<file path="src/rtl/cmp_pkg.sv">
// rtl/cmp_pkg.sv - shared types and defaults for the comparator result tracker
//
// Purpose: tracker state encoding and default parameter values, imported by
// cmp_result_tracker and its sub-blocks.
package cmp_pkg;

  // Tracker states: no accepted sample yet, counting, equal-run locked.
  typedef enum logic [1:0] {
    IDLE  = 2'd0,
    TRACK = 2'd1,
    LOCK  = 2'd2
  } state_t;

  localparam int CW_DEF       = 8;
  localparam int LOCK_RUN_DEF = 4;

endpackage

</file>
<file path="src/rtl/sat_counter.sv">
// rtl/sat_counter.sv - saturating up-counter with synchronous clear and hold
//
// Purpose: W-bit counter that increments on inc, sticks at 2^W-1, never wraps.
// Ports:
//   clk, rst_n : clock, asynchronous active-low reset
//   clr        : synchronous clear to 0 (highest priority after reset)
//   hold       : freeze the count this cycle
//   inc        : increment by one unless saturated
//   count      : current value
module sat_counter #(
  parameter int W = 8
) (
  input  logic         clk,
  input  logic         rst_n,
  input  logic         clr,
  input  logic         hold,
  input  logic         inc,
  output logic [W-1:0] count
);

  localparam logic [W-1:0] MAX = {W{1'b1}};

  always_ff @(posedge clk or negedge rst_n) begin
    if (!rst_n) begin
      count <= '0;
    end else if (clr) begin
      count <= '0;
    end else if (!hold && inc && (count != MAX)) begin
      count <= count + 1'b1;
    end
  end

endmodule

</file>
<file path="src/rtl/cmp_result_tracker.sv">
// rtl/cmp_result_tracker.sv - outcome counters and equal-run lock tracker for a magnitude comparator
//
// Purpose: samples the comparator g/l/e flags under in_valid, counts each
// outcome (saturating), tracks the current run of consecutive equal results
// and locks once the run reaches LOCK_RUN. All outputs come from registers.
// Optional feature macro: CMP_CHECK_EN (sticky err on non-one-hot samples).
// Ports:
//   clk, rst_n          : clock, asynchronous active-low reset
//   in_valid, g, l, e   : comparator outcome flags and their strobe
//   clr                 : synchronous clear of counters, state and err
//   cnt_g, cnt_l, cnt_e : accepted sample counts per outcome
//   run_e               : current consecutive-equal run
//   lock, busy, err     : LOCK state, TRACK/LOCK state, sticky illegal flag
module cmp_result_tracker
  import cmp_pkg::*;
#(
  parameter int CW       = CW_DEF,
  parameter int LOCK_RUN = LOCK_RUN_DEF
) (
  input  logic          clk,
  input  logic          rst_n,
  input  logic          in_valid,
  input  logic          g,
  input  logic          l,
  input  logic          e,
  input  logic          clr,
  output logic [CW-1:0] cnt_g,
  output logic [CW-1:0] cnt_l,
  output logic [CW-1:0] cnt_e,
  output logic [CW-1:0] run_e,
  output logic          lock,
  output logic          busy,
  output logic          err
);

  localparam logic [CW:0] LOCK_THR = (CW+1)'(LOCK_RUN);

  state_t state, state_n;

  logic        one_hot;
  logic        acc;
  logic        acc_g, acc_l, acc_e;
  logic [CW:0] run_inc;
  logic        run_reach;

  // Exactly one of the three flags set; clr discards a coincident sample.
  assign one_hot = (g ^ l ^ e) & ~(g & l & e);
  assign acc     = in_valid & one_hot & ~clr;
  assign acc_g   = acc & g;
  assign acc_l   = acc & l;
  assign acc_e   = acc & e;

  // One bit wider so the compare is correct even when run_e is saturated.
  assign run_inc   = {1'b0, run_e} + {{CW{1'b0}}, 1'b1};
  assign run_reach = acc_e && (run_inc >= LOCK_THR);

  sat_counter #(.W(CW)) u_cnt_g (
    .clk(clk), .rst_n(rst_n), .clr(clr), .hold(~in_valid), .inc(acc_g), .count(cnt_g)
  );

  sat_counter #(.W(CW)) u_cnt_l (
    .clk(clk), .rst_n(rst_n), .clr(clr), .hold(~in_valid), .inc(acc_l), .count(cnt_l)
  );

  sat_counter #(.W(CW)) u_cnt_e (
    .clk(clk), .rst_n(rst_n), .clr(clr), .hold(~in_valid), .inc(acc_e), .count(cnt_e)
  );

  // An accepted g or l breaks the equal run.
  sat_counter #(.W(CW)) u_run_e (
    .clk(clk), .rst_n(rst_n), .clr(clr | acc_g | acc_l), .hold(~in_valid), .inc(acc_e),
    .count(run_e)
  );

  always_ff @(posedge clk or negedge rst_n) begin
    if (!rst_n) begin
      state <= IDLE;
    end else begin
      state <= state_n;
    end
  end

  always_comb begin
    state_n = state;
    if (clr) begin
      state_n = IDLE;
    end else if (acc) begin
      case (state)
        IDLE, TRACK: state_n = run_reach ? LOCK : TRACK;
        LOCK:        state_n = acc_e ? LOCK : TRACK;
        default:     state_n = IDLE;
      endcase
    end
  end

  assign lock = (state == LOCK);
  assign busy = (state != IDLE);

`ifdef CMP_CHECK_EN
  logic err_q;

  always_ff @(posedge clk or negedge rst_n) begin
    if (!rst_n) begin
      err_q <= 1'b0;
    end else if (clr) begin
      err_q <= 1'b0;
    end else if (in_valid && !one_hot) begin
      err_q <= 1'b1;
    end
  end

  assign err = err_q;
`else
  assign err = 1'b0;
`endif

endmodule

</file>
<file path="config.mk">
export PLATFORM = sky130hd
export DESIGN_NAME = cmp_result_tracker
export DESIGN_NICKNAME = d
export VERILOG_FILES = /design/src/rtl/cmp_pkg.sv /design/src/rtl/sat_counter.sv /design/src/rtl/cmp_result_tracker.sv
export SDC_FILE = /design/constraint.sdc
export NUM_CORES = 1
export LEC_CHECK = 0
export CAP_MARGIN = 20
export CORE_ASPECT_RATIO = 0.75
export CORE_MARGIN = 3
export CORE_UTILIZATION = 47
export CTS_BUF_LIST = sky130_fd_sc_hd__clkbuf_4
export CTS_CLUSTER_DIAMETER = 120
export CTS_CLUSTER_SIZE = 40
export DETAILED_ROUTE_END_ITERATION = 12
export GPL_ROUTABILITY_DRIVEN = 0
export HOLD_SLACK_MARGIN = 0.03
export PLACE_DENSITY = 0.85
export SLEW_MARGIN = 20
export SYNTH_ARGS = -nofsm -noshare
export SYNTH_HDL_FRONTEND = slang
export SYNTH_SLANG_ARGS = --single-unit
export TNS_END_PERCENT = 5
</file>
<file path="constraint.sdc">
create_clock -name clk -period 1.84 [get_ports clk]
set_input_delay 0.368 -clock clk [delete_from_list [all_inputs] [get_ports clk]]
set_output_delay 0.368 -clock clk [all_outputs]
set_load 0.02 [all_outputs]
</file>
==> Yosys cells after proc, flatten, opt, wreduce, memory -nomap -nowiden <==
Index checks and enable logic that the tools add are counted.
W data, S select, Z words.
{ "classes": {"n_addsub": 5, "n_mul": 0, "n_div": 0, "magnitude_cmp": 1, "n_eq_ne": 6, "n_shift": 0, "mux": 13, "bitwise_logic": 14, "n_reduce_logical": 16} }
{ "ops": {"columns": ["cell", "n"], "rows": [
  ["$mux W8", 8],
  ["$add A8 B1 Y8 const B", 4],
  ["$ne A8 B8 Y1 const B", 4],
  ["$reduce_bool A2 Y1", 6],
  ["$add A8 B1 Y9 const B", 1],
  ["$ge A9 B3 Y1 const B", 1],
  ["$and A1 B1 Y1", 8],
  ["$logic_and A1 B1 Y1", 8],
  ["$mux W2", 4],
  ["$pmux W2 S2", 1],
  ["$eq A2 B1 Y1 const B", 1],
  ["$eq A2 B2 Y1 const B", 1],
  ["$logic_not A2 Y1", 1],
  ["$not A1 Y1", 2],
  ["$or A1 B1 Y1", 2],
  ["$reduce_or A2 Y1", 1],
  ["$xor A1 B1 Y1", 2]
]} }
{ "totals": {"regBits": 34, "latch_bits": 0, "ram_bits": 0, "rom_bits": 0, "inputBits": 7, "output_inout_bits": 35, "elab_cells": 60, "memories": 0} }

==> Longest topological paths before layout <==
Gate-level depths: netlist (run 1).
{ "depth": {"ltp_word": 12, "ltp_mapped": 6, "mapped_depth_nobuf": 6} }

==> Modules after synthesis <==
Synthesis (run 1) repeated with hierarchy kept, for this count alone.
{ "unflattened": {"hier_cells": 220, "hier_area_um2": 2243.4} }
{ "by_module_without_submodules": {"columns": ["mod", "instances", "cells_per_inst", "area_each_um2", "seq_area_each_um2"], "rows": [
  ["sat_counter", 4, 47, 493.0, 200.2],
  ["cmp_result_tracker", 1, 32, 271.5, 50.0]
]} }

==> Worst setup path after synthesis (run 1) <==
Ideal clock, no wire load.
{ "synth_path": {"kind": "reg2reg", "from": "register u_run_e.count[0]", "to": "register state[1]", "setup_time_ns": 0.118, "arrival_ns": 1.952, "t_required_ns": 1.722, "path_slack_ns": -0.230, "path_stages_with_launch": 7, "n_path_buf": 0, "period_less_slack_ns": 2.070, "cell_sequence": "dfrtp_1 ha_1 or4_1 o41ai_1 a31oi_1 or4_4 a21o_1"} }
{ "synth_via": {"elab_chain_len": 7} }
{ "synth_lines": {"columns": ["element", "line", "rtl"], "rows": [
  ["from (decl)", "sat_counter.sv:18", "output logic [W-1:0] count"],
  ["from (signal assigned)", "sat_counter.sv:29", "count <= count + 1'b1;"],
  ["$add A8 B1 Y9", "cmp_result_tracker.sv:54", "assign run_inc = {1'b0, run_e} + {{CW{1'b0}}, 1'b1};"],
  ["$ge A9 B3 Y1", "cmp_result_tracker.sv:55", "assign run_reach = acc_e && (run_inc >= LOCK_THR);"],
  ["$logic_and A1 B1 Y1", "cmp_result_tracker.sv:55", null],
  ["$mux W2", "cmp_result_tracker.sv:89", "IDLE, TRACK: state_n = run_reach ? LOCK : TRACK;"],
  ["$pmux W2 S2", "cmp_result_tracker.sv:88", "case (state)"],
  ["$mux W2", "cmp_result_tracker.sv:87", "end else if (acc) begin"],
  ["$mux W2", "cmp_result_tracker.sv:85", "if (clr) begin"],
  ["to (signal assigned)", "cmp_result_tracker.sv:79", "state <= state_n;"],
  ["to (decl)", "cmp_result_tracker.sv:38", "state_t state, state_n;"]
]} }
No other way between the ends. The select of a mux whose other input is x is not followed.
A chain may end at the register's enable or synchronous reset.

==> Worst setup path after layout (run 1) <==
{ "layout_path": {"from": "register u_run_e.count[1]", "to": "register state[1]"} }
The elaborated chain is that of the path after synthesis.

==> impl_metrics.yaml, run 1 <==
sta:
  tightest_slew_ps: 505
  fin_setup_tns_ps: -84.7
  clock_skew_ps: 17.3
  final_hold_viol_count: 0
  fmaxAchievable_ghz: 0.526
  setup_viol: 2
  final_max_slew_violation_count: 0
  fin_ws_ps: -60.0
  final.period_utilization: 1.03
  max-slew-margin-rel: 0.662
  rsz0062_at_grt: "yes"
  timing.hold.ws_ps: 410
  min_period_ps: 1900
final_layout:
  count_of_placed_standard_cells_in_the_final_layout_fillers_left_out: 336
  final_layout_size_suffix_gt1_frac: 0.222
  n_diodes: 0
  register_area_sq_um: 857
  fillCellCount: 317
  final_net_count: 295
  multi_input_comb_area_sq_mm: 0.00118
  area_growth_pct: 40.9
synthesis:
  synth.lib_cells_used.distinct: 48
  synth_flop_cell: "sky130_fd_sc_hd__dfrtp_1"
  syn-instance-count: 212
  synth.cells.most_frequent: "34 x sky130_fd_sc_hd__dfrtp_1, 33 x sky130_fd_sc_hd__nor2_1, 18 x sky130_fd_sc_hd__nand2_1"
  synthMostInstantiatedCell: "sky130_fd_sc_hd__dfrtp_1"
  yosys.area.top_type_share: 0.430
  synth_area_per_inst_sq_um: 9.34
  seq_area_frac_synth: 0.430
  syn_nets: 224
  synth_top_area_cells: "sky130_fd_sc_hd__dfrtp_1 43%, sky130_fd_sc_hd__nor2_1 6.3%, sky130_fd_sc_hd__xor2_1 6.2%"
  async_reset_ff_frac: 1.00
  count_of_warnings_emitted_by_yosys: 0
  synth.largest_area_cell: "sky130_fd_sc_hd__dfrtp_1"
  synth.cell_area_sq_mm: 0.00198
  synth-edff-count: 0
  post_synthesis_register_bit_count: 34
worst_setup_path:
  r2r_cells: 6
  criticalPathCategory: "flop to flop"
  critical_path.startpoint_type: "flop"
  arrival_ps: 2140
  r2r-start: "u_run_e.count[1]"
  critPathRequiredTime_ps: 2080
  crit_start: "u_run_e.count[1]"
  critPathCaptureType: "flop"
  critPathMaxFanout: 3
global_route:
  track_usage: 0.201
  grt_pass1_wl_mm: 7.96
  grt_antenna_before_repair: 0
  gr-total-overflow: 0
  largest_net_degree_at_the_start_of_global_routing: 35
  first_global_vias: 1677
floorplan:
  start_util: 0.514
  placement_rows: 19
  fp.dieArea_sq_mm: 0.00503
  core_region_area_sq_mm: 0.00385
  io_pins: 42
  dieHeight_um: 62.2
  die_width_um: 80.9
min_path:
  worst_min_delay_path_class: "input pin to async pin"
power:
  p_leak_nw: 1.36
  power.clock.fraction: 0.311
  seq_power_share: 0.565
  internal-power_uw: 986
  share_comb_of_total_power: 0.124
  worst_ir_drop_vdd_v: 0.000314
  p_sw_frac: 0.267
  power.switching_uw: 360
  power.density_mw_per_mm2: 483
clock_network:
  cts-root-to-sink-buffers: 2
  root_buffer: "sky130_fd_sc_hd__clkbuf_4"
  cts.clk_slew.worst_paths_ps: 120
  number_of_buffers_inserted_for_hold_repair_after_clock_tree_synthesis: 0
  cts_tree: "done"
  cts-htree-levels: 2
  num_clock_sinks: 34
  cts_made_buffers: 5
  insertion_delay_to_the_later_sink_of_the_worst_skew_pair_ps: 350
  post-cts-setup-buffer-count: 0
placement:
  placement.io_buffers: 40
  detailed_place_hpwl_mm: 3.53
  placedCellCount: 328
outcome:
  run_status: "complete, but fails checks"
  failed_checks: "setup timing"
routing:
  drc_errors: 0
  post_drt_wl_per_cell_um: 14.7
  via_per_inst: 5.50
  routed_wl_mm: 4.93
  route.vias.total: 1848
  drt_first_iter_violations: 108
  drt-pass1-iter-count: 4
  ant_nets: 0
job:
  cap_viol_max_count: 0
-- state kept, by name, summed over array words and instances, names as in the netlist --
| name | cells |
|---|---|
| state | 2 |
| u_cnt_g.count | 8 |
| u_cnt_l.count | 8 |
| u_run_e.count | 8 |
| u_cnt_e.count | 8 |
-- power by group through the flow --
stage,sequential [mW],combinational [mW],clock (mW)
after floorplan,0.778,0.0696,0
after global placement,0.774,0.161,0
after detailed placement,0.775,0.165,0
after CTS,0.760,0.161,0.431
after global routing,0.761,0.181,0.470
final,0.760,0.167,0.419
-- layout by cell type, fill, tap and decap left out, drive strengths merged, types with 3 or more instances in the layout --
master,count
nor4,4
nand4,6
nor4b,3
xnor2,13
nor2,33
nand2b,3
and4,3
clkdlybuf4s50,18
a21oi,14
dfrtp,34
clkbuf,6
dlymetal6s2s,9
nand3,13
dlygate4sd2,13
nor3b,3
ha,5
nand2,19
nor2b,4
xor2,14
buf,30
nor3,5
-- worst paths after layout --
path	end	slack, ps
setup / recovery	state[1]	-60
hold / removal	u_run_e.count[3]	410
setup reg to reg	state[1]	-60
hold reg to reg	u_cnt_l.count[6]	580
max in group asynchronous	u_run_e.count[0]	1080
min in group clk	u_cnt_l.count[6]	580
-- metrics by stage --
step                      cell area (sq um)  setup slack (ps)   util  power, mW
after detailed placement               2680              -607  0.695      0.939
final                                  2790             -60.0  0.724       1.35
after CTS                              2710             -90.6  0.705       1.35
after floorplan                        2020             -89.4      -      0.848
after global routing                   2790              -124  0.724       1.41
after global placement                 2680              -545  0.695      0.935
-- repair_timing --
| action | in CTS | in global routing |
|---|---|---|
| endpoints found under the setup margin | 42 | 28 |
| pin swaps | 2 | 7 |
| resized for setup | 14 | 21 |
| gates cloned | 0 | 0 |
-- routing by layer --
metal | vias to the layer above | share of wire | GRT usage
met1 | 893 | 0.47 | 0.290
met3 | 6 | 0.058 | 0.0477
met5 | - | 0 | 0
li1 | 896 | - | -
met2 | 53 | 0.46 | 0.285
met4 | 0 | 0.011 | 0.0886
-- critical path: stages, from the launching register on --
cell and delay [ps]:
sky130_fd_sc_hd__dfrtp_2 440, sky130_fd_sc_hd__ha_4 170, sky130_fd_sc_hd__or4_4 410, sky130_fd_sc_hd__o41ai_2 60
sky130_fd_sc_hd__a31oi_1 80, sky130_fd_sc_hd__or4_4 430, sky130_fd_sc_hd__a21o_1 200
-- cells by family (layout without fill, tap and decap cells) --
family | count (synthesis) | after routing | synth area share
adder cells (fa/ha/maj) | 5 | 5 | 0.0316
multiplexers | 1 | 1 | 0.00506
buffers and inverters | 7 | 79 | 0.0177
AND/OR/NAND/NOR | 109 | 109 | 0.293
XOR/XNOR | 27 | 27 | 0.119
other | 1 | 1 | 0.00189
AO/OA/AOI/OAI | 28 | 28 | 0.101
flip-flops | 34 | 34 | 0.430
-- layout make-up --
type	instances	share of cell area
Clock buffer	6	0.0162
Clock inverter	2	0.00314
Inverter	1	0.00135
Multi-Input combinational cell	171	0.422
Sequential cell	34	0.307
Tap cell	52	0.0233
Timing Repair Buffer	70	0.227
Power figures use the tool's default switching activity.
==> run 2: changes to the inputs <==
--- a/config.mk
+++ b/config.mk
@@ -8,14 +8,15 @@
 export CAP_MARGIN = 20
 export CORE_ASPECT_RATIO = 0.75
 export CORE_MARGIN = 3
-export CORE_UTILIZATION = 47
+export CORE_UTILIZATION = 40
 export CTS_BUF_LIST = sky130_fd_sc_hd__clkbuf_4
 export CTS_CLUSTER_DIAMETER = 120
 export CTS_CLUSTER_SIZE = 40
 export DETAILED_ROUTE_END_ITERATION = 12
+export DONT_BUFFER_PORTS = 1
 export GPL_ROUTABILITY_DRIVEN = 0
 export HOLD_SLACK_MARGIN = 0.03
-export PLACE_DENSITY = 0.85
+export PLACE_DENSITY = 0.61
 export SLEW_MARGIN = 20
 export SYNTH_ARGS = -nofsm -noshare
 export SYNTH_HDL_FRONTEND = slang
==> constraint.sdc (replaced) <==
create_clock -name clk -period 1.9 [get_ports clk]
set_input_delay 0.38 -clock clk [delete_from_list [all_inputs] [get_ports clk]]
set_output_delay 0.38 -clock clk [all_outputs]
set_load 0.02 [all_outputs]
==> run 2 against run 1 <==
The run still ends with setup timing left. Global-route usage shrank 3.7 points. Flip-flop and latch count stayed put. Register-to-register slack better by 50 ps. Non-clock buffer count shrank 42. Combinational power is 39% lower. Clock power shrank 1%. Critical path depth is 1 higher. First-iteration DRC count decreased by 50%. Count of clock-buffer cells in the layout stayed put. Die area rose by 16%. Sequential share of layout area is 5.5 points higher. Maximum frequency shrank 0.37%. Critical path type unchanged. Largest cell class unchanged. Largest power group unchanged. Highest routed layer unchanged.
==> impl_metrics.yaml, run 2 (synthesized netlist as in run 1, its figures left out) <==
final_layout:
  area_growth_pct: 19.3
  final_cell_mix: "33 x sky130_fd_sc_hd__nor2_1, 31 x sky130_fd_sc_hd__dfrtp_1, 25 x sky130_fd_sc_hd__buf_4"
  n_diodes: 0
  utilization: 0.511
  fillCellCount: 426
  count_of_placed_standard_cells_in_the_final_layout_fillers_left_out: 299
  final_net_count: 253
  final_layout_size_suffix_gt1_frac: 0.223
  most_common_library_cell_in_the_layout_ignoring_fill_and_taps: "sky130_fd_sc_hd__nor2_1"
  multi_input_comb_area_sq_mm: 0.00115
  register_area_sq_um: 855
placement:
  placement.io_buffers: 0
  placedCellCount: 289
  detailed_place_hpwl_mm: 3.29
floorplan:
  placement_rows: 21
  fp.dieArea_sq_mm: 0.00584
  dieHeight_um: 66.9
  core_region_area_sq_mm: 0.00462
  start_util: 0.428
  die_width_um: 87.2
  io_pins: 42
routing:
  routed_wl_mm: 4.62
  route.vias.total: 1619
  post_drt_wl_per_cell_um: 15.4
  ant_nets: 0
  drt-pass1-iter-count: 4
  drt_first_iter_violations: 54
  via_per_inst: 5.41
  drc_errors: 0
worst_setup_path:
  reg2reg_to: "state[1]"
  critPathRequiredTime_ps: 2150
  r2r-start: "u_run_e.count[1]"
  regToRegSetupSlack_ps: -7
  critPathCaptureType: "flop"
  crit_start: "u_run_e.count[1]"
  criticalPathCategory: "flop to flop"
  critical_path.startpoint_type: "flop"
  arrival_ps: 2150
  critPathMaxFanout: 3
  r2r_cells: 7
  critical_path_endpoint: "state[1]"
sta:
  rsz0062_at_grt: "yes"
  final_max_slew_violation_count: 0
  setup_viol: 1
  fmaxAchievable_ghz: 0.524
  final_hold_viol_count: 0
  fin_ws_ps: -6.98
  clock_skew_ps: 10.3
  final.period_utilization: 1.00
  timing.hold.ws_ps: 88.0
  min_period_ps: 1910
outcome:
  failed_checks: "setup timing"
  run_status: "complete, but fails checks"
clock_network:
  cts_tree: "done"
  post-cts-setup-buffer-count: 0
  cts.clk_slew.worst_paths_ps: 120
  cts-htree-levels: 2
  num_clock_sinks: 34
  cts_made_buffers: 5
  root_buffer: "sky130_fd_sc_hd__clkbuf_4"
  insertion_delay_to_the_later_sink_of_the_worst_skew_pair_ps: 340
  cts-root-to-sink-buffers: 2
power:
  p_leak_nw: 1.01
  p_sw_frac: 0.264
  power.switching_uw: 331
  internal-power_uw: 922
  share_comb_of_total_power: 0.081
  seq_power_share: 0.588
  power.clock.fraction: 0.331
  power.density_mw_per_mm2: 531
  worst_ir_drop_vdd_v: 0.000300
global_route:
  grt_pass1_wl_mm: 7.42
  grt_antenna_before_repair: 0
  gr-total-overflow: 0
  track_usage: 0.165
  largest_net_degree_at_the_start_of_global_routing: 35
  first_global_vias: 1522
job:
  cap_viol_max_count: 0
min_path:
  worst_min_delay_path_class: "input pin to flop"
run 2: changes by cell type in the layout (fill, tap and decap cells not counted), moves of 5 or more:
| cell | before | now |
|---|---|---|
| sky130_fd_sc_hd__clkdlybuf4s50_1 | 18 | 0 |
| sky130_fd_sc_hd__dlymetal6s2s_1 | 9 | 0 |
| sky130_fd_sc_hd__dlygate4sd2_1 | 13 | 0 |
| sky130_fd_sc_hd__buf_4 | 30 | 25 |
run 2: how the worst min path moves through the flow:
stage                                  end  cells past startpoint  slack [ps]  start
after global placement    u_run_e.count[4]                      0          90  rst_n
final                     u_cnt_g.count[2]                      1          90    clr
after global routing      u_cnt_e.count[1]                      1          60    clr
after floorplan                   state[0]                      0          80  rst_n
after CTS                 u_cnt_g.count[2]                      1          70    clr
after detailed placement  u_run_e.count[4]                      0          90  rst_n
run 2: area by class of cell:
class | instances | share of cell area
clock buffers | 6 | 0.0191
clock inverters | 2 | 0.00371
inverters | 1 | 0.00159
multi-input cells | 171 | 0.486
flip-flops and latches | 34 | 0.362
well taps | 57 | 0.0302
repair buffers | 28 | 0.0970
run 2: power by group through the flow:
| stage | sequential, mW | combinational [mW] | clock, mW |
|---|---|---|---|
| 4_1_cts | 0.737 | 0.104 | 0.433 |
| 5_1_grt | 0.738 | 0.112 | 0.463 |
| 6_report | 0.737 | 0.102 | 0.414 |
| 2_1_floorplan | 0.754 | 0.0674 | 0 |
| 3_5_place_dp | 0.751 | 0.0813 | 0 |
| 3_3_place_gp | 0.751 | 0.0808 | 0 |
run 2: critical path, stage by stage (launching register included):
cell	delay, ps
sky130_fd_sc_hd__dfrtp_2	440
sky130_fd_sc_hd__ha_4	170
sky130_fd_sc_hd__buf_6	110
sky130_fd_sc_hd__and3_4	190
sky130_fd_sc_hd__nor3_4	210
sky130_fd_sc_hd__a21oi_2	50
sky130_fd_sc_hd__or4_4	480
sky130_fd_sc_hd__a21o_1	170
run 2: what timing repair did:
action	in CTS	in global routing
hold buffers	2	0
hold endpoints to repair	34	0
setup endpoints to repair	1	2
gates resized for setup	2	4
pin swaps	2	2
run 2: stage by stage:
step	cell area (sq um)	power (mW)	TNS, ps	worst slack [ps]
floorplan	2020	0.821	-29.4	-29.4
global placement	2250	0.832	0	21.5
detailed placement	2250	0.832	-3.63	-3.36
CTS	2340	1.27	0	5.27
global route	2360	1.31	-97.4	-50.0
finish	2360	1.25	-6.98	-6.98
run 2: routing by layer:
metal | global-route usage | wire length (um)
met5 | 0 | 0
met4 | 0.0556 | 66
met3 | 0.0618 | 335
met2 | 0.233 | 1890
met1 | 0.229 | 2330
